### src/rtl/fetch_unit.sv
// fetch_unit: pc/ir fetch stage (clk, rst active-low; ins_addr/ins_in memory side; br_taken/br_target/halt control; dec_ready/ir/ir_pc/ir_valid decode side; halted, fetch_count status)
module fetch_unit #(
  parameter logic [31:0] RESET_PC = 32'd0,
  parameter logic [31:0] PC_INC = 32'd1
) (
  input  logic        clk,
  input  logic        rst,
  output logic [31:0] ins_addr,
  input  logic [31:0] ins_in,
  input  logic        br_taken,
  input  logic [31:0] br_target,
  input  logic        halt,
  input  logic        dec_ready,
  output logic [31:0] ir,
  output logic [31:0] ir_pc,
  output logic        ir_valid,
  output logic        halted,
  output logic [31:0] fetch_count
);
  typedef enum logic {RUN, HALTED} state_t;
  state_t state, state_n;
  logic [31:0] pc, pc_n, ir_n, ir_pc_n, fetch_count_n;
  logic ir_valid_n, slot_free;
  assign ins_addr = pc;
  assign halted = state == HALTED;
  assign slot_free = !ir_valid || dec_ready;
  always_comb begin
    state_n = state;
    pc_n = pc;
    ir_n = ir;
    ir_pc_n = ir_pc;
    ir_valid_n = ir_valid;
    fetch_count_n = fetch_count;
    if (state == RUN) begin
      if (halt) begin
        state_n = HALTED;
        ir_valid_n = 1'b0;
      end else if (br_taken) begin
        pc_n = br_target;
        ir_valid_n = 1'b0;
      end else if (slot_free) begin
        ir_n = ins_in;
        ir_pc_n = pc;
        ir_valid_n = 1'b1;
        pc_n = pc + PC_INC;
        fetch_count_n = fetch_count + 32'd1;
      end
    end
  end
  always_ff @(posedge clk) begin
    if (!rst) begin
      state <= RUN;
      pc <= RESET_PC;
      ir <= '0;
      ir_pc <= '0;
      ir_valid <= 1'b0;
      fetch_count <= '0;
    end else begin
      state <= state_n;
      pc <= pc_n;
      ir <= ir_n;
      ir_pc <= ir_pc_n;
      ir_valid <= ir_valid_n;
      fetch_count <= fetch_count_n;
    end
  end
endmodule

### config.mk
export PLATFORM = sky130hd
export DESIGN_NAME = fetch_unit
export DESIGN_NICKNAME = d
export VERILOG_FILES = /design/src/rtl/fetch_unit.sv
export SDC_FILE = /design/constraint.sdc
export NUM_CORES = 1
export LEC_CHECK = 0
export BUFFER_PORTS_ARGS = -buffer_cell sky130_fd_sc_hd__buf_2
export CELL_PAD_IN_SITES_DETAIL_PLACEMENT = 1
export CELL_PAD_IN_SITES_GLOBAL_PLACEMENT = 1
export CORE_MARGIN = 3
export CORE_UTILIZATION = 40
export CTS_BUF_LIST = sky130_fd_sc_hd__clkbuf_2
export DETAILED_ROUTE_END_ITERATION = 10
export GPL_TIMING_DRIVEN = 0
export PLACE_DENSITY = 0.89
export SYNTH_ARGS = -nofsm -noshare
export SYNTH_HDL_FRONTEND = slang
export SYNTH_SLANG_ARGS = --single-unit
### constraint.sdc
create_clock -name clk -period 6.06 [get_ports clk]
set_clock_uncertainty 0.15 [all_clocks]
set_input_delay 0.606 -clock clk [delete_from_list [all_inputs] [get_ports clk]]
set_output_delay 0.606 -clock clk [all_outputs]
set_load 0.05 [all_outputs]
# Word level (Yosys, flattened, before mapping)
# Index checks and enable logic that the tools add are counted.
# word_totals
regBits	130
inputBits	69
out_inout_bits	130
word_cells	25
# op_classes
add_sub_neg	2
n_mux	7
bitwise_logic	3
n_reduce_logical	7
# op_table
op	count
adder 32 x 1 -> 32 bit, second input constant	2
2-to-1 mux 32 bit	2
2-to-1 mux 1 bit	5
AND reduction 4 bit	1
NOT 1 bit	3
AND reduction 3 bit	1
nonzero test 3 bit	1
AND reduction 2 bit	1
nonzero test 2 bit	1
logical NOT 1 bit	1
logical OR 1 bit	1

# Logic depth before layout (Yosys ltp)
# depth
word_depth	5
mapped_depth	7
mapped_depth_nobuf	6

# Worst setup path before layout
# No wires, ideal clock.
# synth_timing
path_type	register to register
startpoint	reg pc[0], in the netlist ins_addr[0]
endpoint	reg pc[20], in the netlist ins_addr[20]
setup_ns	0.095
arrival_time_ns	2.295
t_required_ns	5.815
path_slack_ns	3.519
path_stages_with_launch	7
path_buffers	0
synth_period_minus_slack_ns	2.541
path_cell_list	dfxtp_1 ha_1 nand4_1 nor3_2 nand4_1 a211o_1 a221oi_1
# synth_between
elab_chain_len	3
# synth_rtl
element	line	text
start: declaration	22	logic [31:0] pc, pc_n, ir_n, ir_pc_n, fetch_count_n;
start signal: assignment	60	pc <= pc_n;
adder 32 x 1 -> 32 bit	45	pc_n = pc + PC_INC;
2-to-1 mux 32 bit	41	end else if (slot_free) begin
2-to-1 mux 32 bit	38	end else if (br_taken) begin
# No other way between the ends. The select of a mux whose other input is x is not followed.
# A chain may end at the register's enable or synchronous reset.

# Final worst setup path
# layout_timing
startpoint	reg pc[1], in the netlist ins_addr[1]
endpoint	reg pc[28], in the netlist ins_addr[28]
# The elaborated chain is that of the path after synthesis.

==> results.toml <==
[timing]
setup-violations-final = 0
period_minus_slack_ns = 2.89
finalSetupTns_ns = 0
relSlewSlack = 0.317
whs_ns = 0.0817
hold_violations = 0
rsz0062_at_grt = "no"
min_period_over_period = 0.477
maxClockFrequency_mhz = 346
report.final.slew_viol_count = 0
worst_slew_pin_slew_ns = 1.02

[setup_path]
endpoint_kind = "register"
worstPathArrival_ns = 3.40
r2r-start = "ins_addr[1]"
crit_required_ns = 6.57
reg2reg_slack_ns = 3.17
worstPathMaxFanout = 7
reg2reg_to = "ins_addr[28]"
r2r_cells = 6
startpoint_type = "register"
critPathKind = "reg2reg"

[power]
p_leak_uw = 0.00318
p_total_uw = 1800
ir_drop_mv = 0.137
cellPowerDensity_nw_per_um2 = 234

[hold_path]
min_path_type = "in2reg"
whs_endpoint = "ins_addr[18]"
hp-start = "br_target[18]"
hold_path_depth = 3

[place]
gp_congestion = 0.856
dp_hpwl_mm = 15.5
place_inst = 1117
io_buffers = 198

[logic_synthesis]
synth-edff-count = 0
yosys_warnings = 0
synth_top_family_by_area = "simple AND/OR/NAND/NOR gates"
ys_seq_area_frac = 0.452
yosysTopAreaCell = "dfxtp_1"
synth_most_common_cell = "nand2_1"
syn_avg_cell_area_um2 = 7.79
synthMuxAreaShare = 0.00870
syn_inst = 739
synth_area_leaders = "dfxtp_1 (45%), nand2_1 (11%), a21oi_1 (7.8%), nor2_1 (3.2%), clkbuf_1 (2.7%)"
synth_compound_area_frac = 0.189
synth.net_count = 810
synth_area_um2 = 5750
synth_top_area_frac = 0.452
synth_xor_area_frac = 0.0320
synthArstFlopShare = 0
ys.flop_type = "dfxtp_1"
ys_ff_latch = 130
netlist-cell-type-count = 52
synth_simple_gate_area_frac = 0.271
synth_common_cells = "nand2_1 (167), dfxtp_1 (130), a21oi_1 (90), nor2_1 (49), clkbuf_1 (42)"
synthAdderAreaFrac = 0.00435

[job]
cap_violations = 0

[grt]
grtUsageTotal = 0.283
grt_overflow = 0
grt_pass1_vias = 6775
grt_pass1_wl_mm = 36.0
antenna_found_initial = 0
grt_max_degree = 17

[die]
die_w_um = 126
pin_count = 199
row_count = 43
dieArea_um2 = 15900
initial_core_util = 0.411
coreArea_um2 = 14000
die_h_um = 126

[drt]
via_per_inst = 5.58
avgRoutedWirePerCell_um = 19.3
postRouteAntennaNets = 0
drtIter0Drc = 501
routed-via-count = 6672
postRouteWirelength_mm = 23.1
drc = 0
first_pass_iters = 6

[finish]
layout-drive-gt1-share = 0.239
layout.cells.non_filler = 1196
antenna_cells = 0
num-nets-final = 1074
finish.utilization = 0.550
area_growth_syn_to_layout_pct = 33.7

[clock_tree]
cts_tree = "done"
cts-root-buf = "clkbuf_2"
clk_latency_ns = 0.76
cts_sinks = 130
htree_levels = 4
cts_buffer_depth = 2
post_cts_buffers = 0
numCtsBuffers = 17
clk_pin_slew_ns = 0.21

[status]
status = "finished, final reports clean"
==> how the worst max path moves through the flow <==
stage	start	to	slack (ns)	cells past startpoint
after global placement	br_taken	ir_pc[4]	3.16	8
after detailed placement	br_taken	ir_pc[10]	3.05	8
final	ins_addr[1]	ins_addr[28]	3.17	6
after global routing	ins_addr[1]	ins_addr[28]	3.12	6
after floorplan	ins_addr[0]	ins_addr[20]	3.52	6
after CTS	ins_addr[1]	ins_addr[26]	3.24	6
==> cell families (layout without fill, tap and decap cells) <==
| group | after synthesis | after routing |
|---|---|---|
| AO/OA/AOI/OAI | 183 | 183 |
| adder cells (fa/ha/maj) | 2 | 2 |
| flip-flops | 130 | 130 |
| multiplexers | 5 | 5 |
| AND/OR/NAND/NOR | 335 | 335 |
| buffers and inverters | 63 | 340 |
| XOR/XNOR | 21 | 21 |
==> cell type report <==
cell class,instances,area (um^2)
repair buffers,245,1460
clock buffers,17,85.1
inverters,11,41.3
plain buffers,52,205
flip-flops and latches,130,2600
clock inverters,15,166
multi-input cells,546,2910
fillers,1826,6300
well taps,180,225
==> stage by stage <==
| stage | setup WS (ns) | instance area, um^2 |
|---|---|---|
| CTS | 3.24 | 7690 |
| finish | 3.17 | 7690 |
| detailed placement | 3.05 | 6970 |
| floorplan | 3.52 | 5750 |
| global route | 3.12 | 7690 |
| global placement | 3.16 | 6970 |
==> placed cells by master (no fill, tap or decap), drive strengths merged, types with 3 or more instances in the layout <==
master	n
dfxtp	130
nand2	167
o31ai	8
o21a	3
nor3	12
a31oi	13
bufinv	3
o221a	4
clkbuf	59
and3	11
nor2	49
o31a	3
buf	208
xor2	16
nor4	4
o21ai	30
a21oi	90
or4	3
dlygate4sd3	47
nor2b	3
and2	6
inv	11
clkinvlp	5
or3	13
and4	7
clkinv	7
mux2i	5
xnor2	5
o22ai	3
nand3	31
a22oi	11
nand4	22
o211ai	5
==> registers in the layout (all words and copies together), names as in the netlist <==
signal       flops
ir_pc           32
ir_valid         1
ir              32
fetch_count     32
ins_addr        32
halted           1
==> layer usage <==
layer,global-route usage,wire length [um],part of all wire
met5,0,0,0
met4,0.117,702,0.030
met3,0.0810,1680,0.073
met2,0.487,11300,0.49
met1,0.331,9440,0.41
==> report_power, final <==
group          internal (uW)  switching, uW  total, uW
Combinational           91.2            216        308
Clock                    225            356        581
Sequential               883           29.3        912
==> repair_timing <==
action	in CTS	in global routing
gates resized for setup	0	0
hold buffers	47	0
endpoints found under the hold margin	47	0
==> worst max-delay path: stages, from the launching register on <==
cell and delay [ns]:
dfxtp_1 0.57, ha_1 0.31, nand4_1 0.35, nor3_1 0.55, and4_1 0.41, a311oi_1 0.16
o31a_1 0.30
Note: power is estimated with default switching activity, not from simulation.
